## config.mk

```make
export PLATFORM = sky130hd
export DESIGN_NAME = hazard_stall_ctrl
export DESIGN_NICKNAME = d
export VERILOG_FILES = /design/src/rtl/hazard_stall_ctrl.sv
export SDC_FILE = /design/constraint.sdc
export NUM_CORES = 1
export LEC_CHECK = 0
export CAP_MARGIN = 10
export CORE_MARGIN = 2
export CORE_UTILIZATION = 42
export DETAILED_ROUTE_END_ITERATION = 10
export PLACE_DENSITY = 0.76
export SETUP_SLACK_MARGIN = 0.02
export SLEW_MARGIN = 20
export SYNTH_ARGS = -nofsm -noshare
export SYNTH_HDL_FRONTEND = slang
export SYNTH_SLANG_ARGS = --single-unit
```

## constraint.sdc

```tcl
create_clock -name clk -period 2.55 [get_ports clk]
set_input_delay 0.3825 -clock clk [delete_from_list [all_inputs] [get_ports clk]]
set_output_delay 0.3825 -clock clk [all_outputs]
set_load 0.005 [all_outputs]
```

## src/rtl/hazard_stall_ctrl.sv

```systemverilog
// hazard_stall_ctrl
//   Pipeline hazard / stall sequencer for the 5-stage MIPS core. Detects
//   load-use hazards on EX operands, freezes the pipe for the fixed-latency
//   mul/div unit, flushes IF/ID and ID/EX on taken branches and holds the
//   core on a WB-stage syscall halt. Events are arbitrated by fixed priority:
//   halt > load-use > mul/div issue > branch.
//
//   Freeze locks PC, IF/ID and ID/EX and loads a bubble into EX/MEM; the four
//   freeze outputs always move together. Flushes never co-assert with freeze.
//
// Parameters
//   REG_W  - register-number width (register 0 is never a hazard)
//   MD_LAT - total EX stall cycles per mul/div issue (1..255)
//   CNT_W  - width of the mul/div countdown counter
//
// Ports
//   clk, rst                  - clock (rising edge), async active-high reset
//   ex_rs_num/ex_rt_num       - EX source register numbers
//   ex_rs_used/ex_rt_used     - EX instruction reads rs / rt
//   mem_wr_num, mem_load      - MEM destination register, MEM is a load
//   md_start                  - EX issues a mul/div
//   branch_taken              - taken branch/jump resolved in EX
//   halt_req, resume          - WB syscall halt, single-cycle release pulse
//   pc_stall, ifid_stall,
//   idex_stall, exmem_clear   - freeze group
//   ifid_flush, idex_flush    - branch flush
//   halted, md_busy           - in HALTED / in MD_WAIT
//
// Optional feature (macro HAZARD_STAT_EN): adds 32-bit wrap-around counters
//   stat_lu_cycles, stat_md_cycles and stat_flushes as extra outputs.

module hazard_stall_ctrl #(
    parameter int REG_W  = 7,
    parameter int MD_LAT = 32,
    parameter int CNT_W  = 8
) (
    input  logic             clk,
    input  logic             rst,
    input  logic [REG_W-1:0] ex_rs_num,
    input  logic [REG_W-1:0] ex_rt_num,
    input  logic             ex_rs_used,
    input  logic             ex_rt_used,
    input  logic [REG_W-1:0] mem_wr_num,
    input  logic             mem_load,
    input  logic             md_start,
    input  logic             branch_taken,
    input  logic             halt_req,
    input  logic             resume,
`ifdef HAZARD_STAT_EN
    output logic [31:0]      stat_lu_cycles,
    output logic [31:0]      stat_md_cycles,
    output logic [31:0]      stat_flushes,
`endif
    output logic             pc_stall,
    output logic             ifid_stall,
    output logic             idex_stall,
    output logic             exmem_clear,
    output logic             ifid_flush,
    output logic             idex_flush,
    output logic             halted,
    output logic             md_busy
);

    typedef enum logic [1:0] {
        RUN     = 2'd0,
        MD_WAIT = 2'd1,
        HALTED  = 2'd2
    } state_e;

    // Counter is loaded with MD_LAT-1 on issue: the issue cycle itself is the
    // first of the MD_LAT frozen cycles.
    localparam logic [CNT_W-1:0] MD_LOAD = CNT_W'(MD_LAT - 1);

    state_e           state_q, state_d;
    logic [CNT_W-1:0] cnt_q, cnt_d;

    logic lu;
    logic freeze, flush, halted_c, busy_c;

    assign lu = mem_load && (mem_wr_num != '0) &&
                ((ex_rs_used && (ex_rs_num == mem_wr_num)) ||
                 (ex_rt_used && (ex_rt_num == mem_wr_num)));

    always_ff @(posedge clk or posedge rst) begin
        if (rst) begin
            state_q <= RUN;
            cnt_q   <= '0;
        end else begin
            state_q <= state_d;
            cnt_q   <= cnt_d;
        end
    end

    always_comb begin
        state_d  = state_q;
        cnt_d    = cnt_q;
        freeze   = 1'b0;
        flush    = 1'b0;
        halted_c = 1'b0;
        busy_c   = 1'b0;
        case (state_q)
            RUN: begin
                if (halt_req) begin
                    freeze  = 1'b1;
                    state_d = HALTED;
                end else if (lu) begin
                    freeze = 1'b1;
                end else if (md_start) begin
                    freeze  = 1'b1;
                    cnt_d   = MD_LOAD;
                    state_d = MD_WAIT;
                end else if (branch_taken) begin
                    flush = 1'b1;
                end
            end
            MD_WAIT: begin
                busy_c = 1'b1;
                if (cnt_q != '0) begin
                    freeze = 1'b1;
                    cnt_d  = cnt_q - 1'b1;
                end else begin
                    state_d = RUN;
                end
            end
            HALTED: begin
                freeze   = 1'b1;
                halted_c = 1'b1;
                if (resume) begin
                    state_d = RUN;
                end
            end
            default: begin
                state_d = RUN;
                cnt_d   = '0;
            end
        endcase
    end

    // RUN outputs are Mealy, so rst must gate them to keep outputs at 0
    // while reset is held regardless of the event inputs.
    assign pc_stall    = freeze   & ~rst;
    assign ifid_stall  = freeze   & ~rst;
    assign idex_stall  = freeze   & ~rst;
    assign exmem_clear = freeze   & ~rst;
    assign ifid_flush  = flush    & ~rst;
    assign idex_flush  = flush    & ~rst;
    assign halted      = halted_c & ~rst;
    assign md_busy     = busy_c   & ~rst;

`ifdef HAZARD_STAT_EN
    logic        lu_stall, md_freeze;
    logic [31:0] stat_lu_q, stat_md_q, stat_fl_q;

    assign lu_stall  = (state_q == RUN) && !halt_req && lu;
    assign md_freeze = ((state_q == RUN) && !halt_req && !lu && md_start) ||
                       ((state_q == MD_WAIT) && (cnt_q != '0));

    always_ff @(posedge clk or posedge rst) begin
        if (rst) begin
            stat_lu_q <= '0;
            stat_md_q <= '0;
            stat_fl_q <= '0;
        end else begin
            if (lu_stall)  stat_lu_q <= stat_lu_q + 32'd1;
            if (md_freeze) stat_md_q <= stat_md_q + 32'd1;
            if (flush)     stat_fl_q <= stat_fl_q + 32'd1;
        end
    end

    assign stat_lu_cycles = stat_lu_q;
    assign stat_md_cycles = stat_md_q;
    assign stat_flushes   = stat_fl_q;
`endif

endmodule
```

==> impl_metrics.ini, run 1 <==
[outcome]
outcome = finished, final reports clean

[logic_synthesis]
synth_top_area_share_pct = 25.58
synth_common_cells = 14 x nor2_1, 12 x xor2_1, 10 x dfrtp_1
synth_seq_cells = 10
synth.area.mux_share_pct = 1.023
avgSynthCellArea_um2 = 8.508
synth_cells = 115
synth_top_family_by_area = simple AND/OR/NAND/NOR gates
synth-adder-area-share_pct = 2.558
yosys.area_share.simple_pct = 26.47
synth.most_common_cell = nor2_1
ys_top_cells_by_area = dfrtp_1 26%, xor2_1 11%, nor2_1 5.4%
yosys_warnings = 0
synthArstFlopShare_pct = 100.0
synth_nets = 147
synth-edff-count = 0
synth-compound-area-share_pct = 24.17
yosysTopAreaCell = dfrtp_1
syn_area_um2 = 978.4
ys.flop_type = dfrtp_1
ys_types = 39
yosysSeqAreaShare_pct = 25.58
synthXorXnorAreaFrac_pct = 12.53

[timing]
finClkSkew_ns = 0.0008990
max_freq_mhz = 401.5
post-route-min-period_ns = 2.491
min_period_over_period_pct = 97.68
worst_pin_slew_ns = 0.5047
slew_violations = 0
rsz0062_at_grt = yes
hold_viol = 0
finalSetupViolations = 0
max_slew_margin_pct = 66.28

[setup_path]
critical_path_class = flip-flop to primary output
path_cells = inv_2 -> ha_4 -> or4b_4 -> nor2_4 -> nor2_2 -> nor4_4 -> a221oi_4 -> buf_6 -> buf_6
cpMostUsedCell = buf_6
worstPathMaxFanout = 3
cp_slowest_cell = or4b_4
rr_worst_depth = 8
startpoint = cnt_q[1]$_DFFE_PP0P_
crit_arrival_ns = 2.11
end_kind = primary output
required_ns = 2.17
crit_buf_inv = 3
cp-start-kind = flip-flop
reg2reg_from = cnt_q[1]$_DFFE_PP0P_
crit_family = simple AND/OR/NAND/NOR gates
crit_cells = 9
slowest_delay_ns = 0.50

[placement]
port_buffers = 37
gp_congestion = 0.9288
dpl.hpwl_mm = 2.344
place_inst = 195
placed_area_um2 = 1508

[floorplan]
fp.dieH_um = 52.27
start_util_pct = 44.23
ios = 38
core_area_um2 = 2212
die_area_um2 = 2732
die_w_um = 52.27
core.rowCount = 17

[power]
leakage_uw = 0.0007236
total_power_uw = 1283
peakVddDrop_v = 0.0006707
power_density_nw_per_um2 = 778.8

[clock_tree]
cts-root-buf = clkbuf_4
cts_sinks = 10
cts_buffers = 3
clock_path_buffers = 2
clk_transition_reported_paths_ns = 0.07
clk_latency_ns = 0.27
cts_max_level = 1
cts_tree = yes

[finish]
nets = 209
final_area_um2 = 1648
antenna_cells = 0
final_cells = 204
fin_util_pct = 74.49
multi_input_area_um2 = 720.7
regArea_um2 = 250.2
area_growth_pct = 68.41
post_route_cells_drive_above_1_share_pct = 32.39
fill_cells = 166

[detailed_routing]
drt-vias-per-instance = 5.407
drtIter0Drc = 27
drc = 0
dr.pass1.iters = 4
drt_wl_total_mm = 3.155
wl_per_cell_um = 15.47
vias = 1103
ant_nets = 0

[hold_path]
holdPathStages = 2
min_path_type = flip-flop to flip-flop
hold_start = cnt_q[4]$_DFFE_PP0P_

[global_routing]
grt_pass1_wl_mm = 5.085
grt_overflow = 0
grtUsageTotal_pct = 25.58
grt_max_degree = 17
grt_pass1_vias = 1121
antenna_found_initial = 0

[flow_run]
maxCapViolations = 0
[stage by stage]
stage / worst slack, ns / hold slack, ns / setup TNS, ns
global placement: -0.4651 / 0.5634 / -2.763
floorplan: 0.3319 / 0.2227 / 0
detailed placement: -0.4892 / 0.5707 / -2.836
finish: 0.05915 / 0.5939 / 0
global route: -0.03516 / 0.6310 / -0.09742
CTS: -0.1550 / 0.5774 / -0.5161
[report_power, final]
| group | switching, uW | internal, uW |
|---|---|---|
| clock network | 60.1 | 86.8 |
| registers | 52.6 | 219 |
| logic | 436 | 429 |
[routing by layer]
metal | GRT usage (%) | share of wire (%) | wire length, um
met5 | 0 | 0 | 0
met4 | 8.547 | 1.6 | 49
met1 | 29.53 | 41 | 1304
met3 | 10.00 | 6.3 | 199
met2 | 43.04 | 51 | 1601
[final timing paths]
path	endpoint	slack (ns)
worst max-delay path	idex_stall	0.06
worst max register to register	cnt_q[2]$_DFFE_PP0P_	0.38
worst min register to register	cnt_q[4]$_DFFE_PP0P_	0.59
max in group asynchronous	cnt_q[1]$_DFFE_PP0P_	1.65
min in group asynchronous	state_q[0]$_DFFE_PP0P_	0.60
worst min-delay path	cnt_q[4]$_DFFE_PP0P_	0.59
[cells in the final DEF, fill, tap and decap left out, types with 2 or more instances in the layout]
cell,instances
nor4_1,5
nor3b_1,3
nor3_1,4
xor2_1,12
nor2_1,12
nor4_2,2
inv_1,3
o21ai_0,6
dlygate4sd2_1,7
a22oi_1,2
xnor2_1,2
nand3b_1,2
dfrtp_1,10
a21oi_2,2
buf_2,3
dlymetal6s2s_1,6
nand2_1,5
clkdlybuf4s50_1,18
a21oi_1,3
buf_6,4
nor2b_1,4
buf_4,28
nand4_1,2
clkbuf_4,3
inv_2,2
[registers in the layout, summed over array words and instances, names as in the netlist]
| name | cells |
|---|---|
| state_q | 2 |
| cnt_q | 8 |
[area by class of cell]
| cell class | instances | share of cell area (%) |
|---|---|---|
| Clock buffer | 4 | 2.202 |
| Multi-Input combinational cell | 91 | 43.74 |
| Sequential cell | 10 | 15.19 |
| Timing Repair Buffer | 66 | 35.61 |
| Tap cell | 28 | 2.126 |
| Inverter | 5 | 1.139 |
[what timing repair did]
item / 4_1_cts / 5_1_grt
resized for setup: 45 / 10
endpoints found under the hold margin: 0 / 0
pin swaps: 13 / 10
endpoints found under the setup margin: 6 / 6
hold buffers: 0 / 0
buffers inserted: 4 / 2
[logic make-up (layout without fill, tap and decap cells)]
group | Yosys count | in the layout
flops | 10 | 10
buf+inv | 14 | 75
simple gates | 47 | 47
xor+xnor | 14 | 14
fa+ha+maj | 2 | 2
compound gates | 27 | 27
mux | 1 | 1
[tightest hold or removal path: stages, from the launching register on]
cell and delay (ns):
dfrtp_1 0.39, a22oi_1 0.09, o21ai_0 0.07
(Power assumes the default switching activity.)
==> run 2: changes to the inputs <==
Settings changed: TNS_END_PERCENT from default to 50.
==> impl_metrics.ini, run 2 (synthesis gave the netlist of run 1 again) <==
[clock_tree]
cts_sinks = 10
clk_transition_reported_paths_ns = 0.07
cts_max_level = 1
clock_path_buffers = 2
cts-root-buf = clkbuf_4
cts_tree = yes
cts_hold_buf = 0
cts_buffers = 3
clk_latency_ns = 0.28

[setup_path]
slowest_delay_ns = 0.50
cp-start-kind = flip-flop
crit_family = simple AND/OR/NAND/NOR gates
crit_arrival_ns = 2.13
critical_path_class = flip-flop to primary output
cpMostUsedCell = buf_6
path_cells = inv_2 -> ha_4 -> or4b_4 -> nor2_4 -> nor2_2 -> nor4_4 -> a221oi_4 -> buf_6 -> buf_6
cp_slowest_cell = or4b_4
end_kind = primary output
required_ns = 2.17
crit_buf_inv = 3
worstPathMaxFanout = 3

[power]
p_seq_share_pct = 21.1
total_power_uw = 1290
p_switching_uw = 553.5
power.internal_uw = 737.0
peakVddDrop_v = 0.0006657
p_comb_share_pct = 67.3
switching_share_pct = 42.89
leakage_uw = 0.0007106
power_density_nw_per_um2 = 782.0
clkPwrFrac_pct = 11.6

[timing]
max_slew_margin_pct = 69.40
post-route-min-period_ns = 2.511
finalSetupViolations = 0
slew_violations = 0
finalSetupTns_ns = 0
finClkSkew_ns = 0.001789
rsz0062_at_grt = yes
worst_pin_slew_ns = 0.4589
min_period_over_period_pct = 98.48
hold_viol = 0
max_freq_mhz = 398.2

[finish]
area_growth_pct = 68.67
largest_register = cnt_q
nets = 210
post_route_cells_drive_above_1_share_pct = 32.77
antenna_cells = 0
final_area_um2 = 1650
largest_reg_flops = 8
final_common_cell = buf_4
final_cell_mix = 29 x buf_4, 20 x clkdlybuf4s50_1, 12 x nor2_1, 12 x xor2_1, 10 x dfrtp_1
largestRegisters = cnt_q: 8 flops, state_q: 2 flops

[detailed_routing]
vias = 1136
ant_nets = 0
dr.pass1.iters = 5
wl_per_cell_um = 15.50
drc = 0
drt-vias-per-instance = 5.541
drt_wl_total_mm = 3.178
drtIter0Drc = 28

[placement]
port_buffers = 37
dpl.hpwl_mm = 2.344
placed_area_um2 = 1508
gp_congestion = 0.9288

[floorplan]
core.rowCount = 17
die_w_um = 52.27
ios = 38
start_util_pct = 44.23
fp.dieH_um = 52.27
die_area_um2 = 2732
core_area_um2 = 2212

[flow_run]
maxCapViolations = 0

[global_routing]
grt_pass1_vias = 1096
grt_overflow = 0
grt_pass1_wl_mm = 5.030
antenna_found_initial = 0
grtUsageTotal_pct = 25.34
grt_max_degree = 17

[hold_path]
min_path_type = primary input to asynchronous set/reset pin

[outcome]
outcome = finished, final reports clean
-- run 2: cell types whose count changed in the layout (fill, tap and decap cells not counted) --
cell	delta
buf_4	+1
clkdlybuf4s50_1	+2
dlymetal6s2s_1	-2
clkbuf_2	+1
buf_2	-1
-- run 2: stage by stage --
stage | hold slack (ns) | worst slack (ns) | util [%] | cells
after floorplan | 0.2227 | 0.3319 | - | 115
after global placement | 0.5634 | -0.4651 | 68.16 | 195
after detailed placement | 0.5707 | -0.4892 | 68.16 | 195
after CTS | 0.5774 | -0.1559 | 72.51 | 203
after global routing | 0.6310 | -0.05649 | 74.60 | 205
final | 0.5913 | 0.03885 | 74.60 | 205
-- run 2: worst register-to-register path, cell delays in order (launching register included) --
cell and delay (ns):
dfrtp_1 0.40, inv_2 0.09, ha_4 0.13, or4b_4 0.50, buf_4 0.17, o32ai_4 0.45
nor4_1 0.12, a21oi_2 0.11, o41ai_1 0.07
-- run 2: final timing paths --
path                                       from                endpoint  slack (ns)  cells after the start
max in group asynchronous                   rst    cnt_q[1]$_DFFE_PP0P_        1.66                      2
min                                         rst  state_q[0]$_DFFE_PP0P_        0.59                      2
max                        cnt_q[0]$_DFFE_PP0P_                pc_stall        0.04                      9
min in group clk           cnt_q[4]$_DFFE_PP0P_    cnt_q[4]$_DFFE_PP0P_        0.61                      2
max reg2reg                cnt_q[0]$_DFFE_PP0P_    cnt_q[2]$_DFFE_PP0P_        0.38                      8
min reg2reg                cnt_q[4]$_DFFE_PP0P_    cnt_q[4]$_DFFE_PP0P_        0.61                      2
-- run 2: repair_timing --
item	CTS	global route
pin swaps	13	9
gates cloned	0	0
buffers inserted	4	3
endpoints found under the setup margin	6	6
gates resized for setup	43	9
-- run 2: cell type report --
class                      count  area [um^2]
multi-input combinational     91        720.7
timing repair buffer          67        589.3
fill                         163        561.8
sequential                    10        250.2
clock buffer                   4        36.28
tap                           28        35.03
inverter                       5        18.77
-- run 2: power by group through the flow --
| stage | Sequential, uW | Clock [uW] | Combinational (uW) |
|---|---|---|---|
| finish | 272 | 150 | 869 |
| global route | 280 | 161 | 932 |
| CTS | 269 | 154 | 807 |
| detailed placement | 269 | 0 | 735 |
| global placement | 266 | 0 | 718 |
| floorplan | 263 | 0 | 427 |
-- run 2: layer usage --
layer / track usage [%] / up-vias / wire length, um
li1: - / 545 / -
met4: 7.692 / 0 / 54
met1: 31.46 / 538 / 1295
met2: 42.41 / 42 / 1633
met3: 7.143 / 11 / 194
met5: 0 / - / 0
